<file path="config.mk">
export PLATFORM = sky130hd
export DESIGN_NAME = pipelined_adder
export DESIGN_NICKNAME = d
export VERILOG_FILES = /design/src/rtl/pipelined_adder.sv
export SDC_FILE = /design/constraint.sdc
export NUM_CORES = 1
export LEC_CHECK = 0
export ABC_AREA = 1
export BUFFER_PORTS_ARGS = -buffer_cell sky130_fd_sc_hd__buf_2
export CORE_UTILIZATION = 40
export DETAILED_ROUTE_END_ITERATION = 8
export HOLD_SLACK_MARGIN = 0.03
export SETUP_SLACK_MARGIN = 0.2
export SLEW_MARGIN = 20
export SYNTH_ARGS = -nofsm -noshare
export SYNTH_HDL_FRONTEND = slang
export SYNTH_SLANG_ARGS = --single-unit
</file>
<file path="constraint.sdc">
create_clock -name clk -period 2.5 [get_ports clk]
set_clock_uncertainty 0.15 [all_clocks]
set_input_delay 0.625 -clock clk [delete_from_list [all_inputs] [get_ports clk]]
set_output_delay 0.625 -clock clk [all_outputs]
set_load 0.01 [all_outputs]
</file>
<file path="src/rtl/pipelined_adder.sv">
// Pipelined WIDTH-bit adder: the carry chain is cut into STAGES equal segments with valid/ready flow control.
// Optional signed-overflow output is enabled by defining ADDER_OVF_EN.
module pipelined_adder #(
    parameter int WIDTH  = 8,
    parameter int STAGES = 2
) (
    input  logic             clk,
    input  logic             rst,
    input  logic             in_valid,
    output logic             in_ready,
    input  logic [WIDTH-1:0] a,
    input  logic [WIDTH-1:0] b,
    input  logic             cin,
    output logic             out_valid,
    input  logic             out_ready,
    output logic [WIDTH-1:0] sum,
    output logic             cout
`ifdef ADDER_OVF_EN
    ,
    output logic             ovf
`endif
);

    localparam int SEG  = WIDTH / STAGES;
    localparam int LAST = STAGES - 1;

    logic [STAGES-1:0] r_v;
    logic [STAGES-1:0] r_c;
    logic [WIDTH-1:0]  r_a [STAGES];
    logic [WIDTH-1:0]  r_b [STAGES];
    logic [WIDTH-1:0]  r_s [STAGES];

    logic [STAGES-1:0] w_load;
    logic [STAGES-1:0] w_v_in;
    logic [STAGES-1:0] w_c_in;
    logic [STAGES-1:0] w_c_nx;
    logic [WIDTH-1:0]  w_a_in [STAGES];
    logic [WIDTH-1:0]  w_b_in [STAGES];
    logic [WIDTH-1:0]  w_s_in [STAGES];
    logic [WIDTH-1:0]  w_s_nx [STAGES];
    logic              w_full;

    // Adds segment k of the operands and splices it into the partial sum; returns {carry, sum}.
    function automatic logic [WIDTH:0] seg_add(
        input logic [WIDTH-1:0] pa,
        input logic [WIDTH-1:0] pb,
        input logic [WIDTH-1:0] ps,
        input logic             c,
        input int               k
    );
        logic [SEG:0]     t;
        logic [WIDTH-1:0] s;
        t = {1'b0, pa[k*SEG +: SEG]} + {1'b0, pb[k*SEG +: SEG]} + {{SEG{1'b0}}, c};
        s = ps;
        s[k*SEG +: SEG] = t[SEG-1:0];
        return {t[SEG], s};
    endfunction

    // Stage inputs come from the ports for stage 0 and from the previous stage otherwise.
    always_comb begin
        w_v_in    = {STAGES{1'b0}};
        w_c_in    = {STAGES{1'b0}};
        w_c_nx    = {STAGES{1'b0}};
        w_v_in[0] = in_valid;
        w_c_in[0] = cin;
        w_a_in[0] = a;
        w_b_in[0] = b;
        w_s_in[0] = {WIDTH{1'b0}};
        for (int k = 1; k < STAGES; k++) begin
            w_v_in[k] = r_v[k-1];
            w_c_in[k] = r_c[k-1];
            w_a_in[k] = r_a[k-1];
            w_b_in[k] = r_b[k-1];
            w_s_in[k] = r_s[k-1];
        end
        for (int k = 0; k < STAGES; k++) begin
            {w_c_nx[k], w_s_nx[k]} = seg_add(w_a_in[k], w_b_in[k], w_s_in[k], w_c_in[k], k);
        end
    end

    // A stage may load unless it and every stage after it are full while the consumer stalls.
    always_comb begin
        w_load = {STAGES{1'b0}};
        w_full = 1'b1;
        for (int k = 0; k < STAGES; k++) begin
            w_full = 1'b1;
            for (int j = k; j < STAGES; j++) begin
                w_full = w_full & r_v[j];
            end
            w_load[k] = out_ready | ~w_full;
        end
    end

    // Pipeline registers; data regs of empty stages carry don't-care values.
    always_ff @(posedge clk) begin
        if (rst) begin
            r_v <= {STAGES{1'b0}};
            r_c <= {STAGES{1'b0}};
            for (int k = 0; k < STAGES; k++) begin
                r_a[k] <= {WIDTH{1'b0}};
                r_b[k] <= {WIDTH{1'b0}};
                r_s[k] <= {WIDTH{1'b0}};
            end
        end else begin
            for (int k = 0; k < STAGES; k++) begin
                if (w_load[k]) begin
                    r_v[k] <= w_v_in[k];
                    r_c[k] <= w_c_nx[k];
                    r_a[k] <= w_a_in[k];
                    r_b[k] <= w_b_in[k];
                    r_s[k] <= w_s_nx[k];
                end
            end
        end
    end

    assign in_ready  = w_load[0];
    assign out_valid = r_v[LAST];
    assign sum       = r_s[LAST];
    assign cout      = r_c[LAST];

`ifdef ADDER_OVF_EN
    logic r_ovf;
    logic w_ovf_nx;

    assign w_ovf_nx = (w_a_in[LAST][WIDTH-1] == w_b_in[LAST][WIDTH-1]) &
                      (w_s_nx[LAST][WIDTH-1] != w_a_in[LAST][WIDTH-1]);

    // Overflow travels with the final stage so it stays aligned with sum during stalls.
    always_ff @(posedge clk) begin
        if (rst) begin
            r_ovf <= 1'b0;
        end else if (w_load[LAST]) begin
            r_ovf <= w_ovf_nx;
        end
    end

    assign ovf = r_ovf;
`endif

endmodule
</file>
==> metrics.cfg <==
[synthesis]
synth_area_leaders=edfxtp_1 45%, inv_1 8.8%, nand2_1 7.1%
synth-seq-cells=24
synth.avg_cell_area_sq_um=9.77
synth_area_sq_um=1330
ys.warnings.count=0
synth_top_area_share_pct=45.2
yosysTopAreaCell=edfxtp_1
syn-num-nets=167
ys_seq_area_share_pct=51.2
syn_inst=136
synth_cell_type_count=16

[final_layout]
final_util_pct=47.9
antenna_cells=0
drive_above_1_share_pct=29.6
fill_cells=317
syn_to_final_growth_pct=11.8
final_cells=206
final_nets=194
final_cell_mix=31 x inv_1, 31 x buf_2, 25 x nand2_1

[run]
drv_cap=0

[cts]
cts_max_level=1
clk_pin_slew_ns=0.13
cts.sinks=24
cts_inserted_buffers=3
cts_max_path_buffers=2
hold_buffers=0
cts_tree=built
clock-root-buffer=clkbuf_4
cts_setup_buffers=0
clkLatencyLatePin_ns=0.31
post_cts_resized=0

[floorplanning]
die_w_um=59.6
rows=20
die_area_sq_um=3560
io_pins=32
core_sq_um=3100
fp.dieH_um=59.6
initial_core_util_pct=42.8

[timing]
drv_slew=0
slew_headroom_pct=65.6
setup_ws_ns=0.618
rsz0062_at_grt=no
worst_pin_slew_ns=0.515
max_freq_ghz=0.531
setup_viol=0
hold_viol=0
period_needed_ns=1.88
final.setup.tns_ns=0
hold_slack_ns=0.328
finalCritPeriodShare_pct=75.3

[global_route]
track_usage_pct=12.4
grt-ovfl-total=0
antenna_found_initial=0
grt_pass1_wl_um=3310
grt_max_degree=19
grt_pass1_vias=854

[critical_path]
worstPathMaxFanout=5
reg2reg_slack_ns=0.76
r2r-start=r_b[0][4]$_SDFFCE_PN0P_
r2r-end=r_s[0][13]$_SDFFCE_PN0P_
start_kind=flop
worstSetupPathType=flop to output port
r2r_cells=4
crit_arrival_ns=1.11
startpoint=r_v[1]$_SDFFE_PP0N_
endpoint=in_ready
critPathRequiredTime_ns=1.73
end_kind=output port

[route]
wl_met1_um=835
drc=0
dr.pass1.iters=4
wl_met3_um=55
routed_wirelength_um=1880
wire_per_inst_um=9.12
first_iter_violations=20
antenna_left=0
num_vias=862
routed-wl-met2_um=963
dr.max_layer_used=met4
via_per_inst=4.18

[power]
p_leak_nw=0.771
swShare_pct=25.7
p_per_area_nw_per_um2=533
vdd_drop_max_mv=0.139
clkPwrFrac_pct=21.7
p_comb_share_pct=17.6
switchingPower_w=0.000203
p_int_w=0.000588
pwr-share-seq_pct=60.8

[placement]
placed_cells=202
place_ws_ns=0.441
io_buffers=31
gp_congestion=0.753
hpwl_um=1540

[run_status]
outcome=finished clean

[min_path]
hold_path_class=flop to flop

-- cells in the mapped netlist --
| library cell | n |
|---|---|
| nor2_1 | 14 |
| dfxtp_1 | 4 |
| buf_4 | 8 |
| inv_6 | 1 |
| o21ai_0 | 1 |
| nand3_1 | 3 |
| fa_1 | 4 |
| nor2_4 | 3 |
| edfxtp_1 | 20 |
| a21oi_1 | 5 |
| nand2_2 | 1 |
| nor2_2 | 9 |
| ha_1 | 6 |
| nand2_1 | 25 |
| buf_12 | 1 |
| inv_1 | 31 |
-- per-layer routing --
metal	global-route usage, %	vias up
met5	0	-
met4	5.98	0
met3	1.31	2
met2	22.8	18
met1	14.3	386
li1	-	456
-- stage by stage --
stage | power [W] | area (sq um)
2_1_floorplan | 0.000603 | 1330
3_3_place_gp | 0.000627 | 1460
3_5_place_dp | 0.000632 | 1460
4_1_cts | 0.000800 | 1490
5_1_grt | 0.000834 | 1490
6_report | 0.000791 | 1490
-- worst max-delay path, cell delays in order, from the launching register on --
cell and delay (ns):
dfxtp_1 0.39, nand2_2 0.08, nor2_4 0.15, inv_1 0.05
buf_2 0.13
-- how the worst min path moves through the flow --
stage,cells after the start,slack (ns),startpoint,to
after global routing,2,0.35,r_v[0]$_SDFFE_PP0N_,r_v[1]$_SDFFE_PP0N_
after global placement,2,0.30,r_v[0]$_SDFFE_PP0N_,r_v[1]$_SDFFE_PP0N_
after detailed placement,2,0.31,r_v[0]$_SDFFE_PP0N_,r_v[1]$_SDFFE_PP0N_
final,2,0.33,r_v[0]$_SDFFE_PP0N_,r_v[1]$_SDFFE_PP0N_
after floorplan,2,0.29,r_v[0]$_SDFFE_PP0N_,r_v[1]$_SDFFE_PP0N_
after CTS,2,0.33,r_v[0]$_SDFFE_PP0N_,r_v[1]$_SDFFE_PP0N_
-- cell families (layout without fill, tap and decap cells) --
group	after synthesis	count (layout)	synth area share [%]
AOI/OAI and AO/OA	6	6	2.26
adders and majority gates	10	10	11.7
and+or+nand+nor	55	55	19.4
DFF	24	24	51.2
buffers and inverters	41	67	15.4
-- layout make-up --
type,instances,area (sq um),share of cell area (%)
flip-flops and latches,24,681,45.8
multi-input cells,71,443,29.8
repair buffers,31,155,10.4
inverters,32,125,8.42
well taps,44,55.1,3.71
clock buffers,3,22.5,1.52
clock inverters,1,3.75,0.253
-- flip-flops by register name, indices dropped and copies added, names as in the netlist --
| signal | count |
|---|---|
| r_v | 2 |
| r_s | 12 |
| r_c | 2 |
| r_b | 4 |
| r_a | 4 |
-- power by group through the flow --
stage                     Sequential [W]  Clock (W)  Combinational (W)
after floorplan                 0.000489          0           0.000114
after global placement          0.000490          0           0.000137
after detailed placement        0.000491          0           0.000141
after CTS                       0.000482   0.000176           0.000142
after global routing            0.000485   0.000187           0.000161
final                           0.000481   0.000171           0.000139
Note: power is estimated with default switching activity, not from simulation.
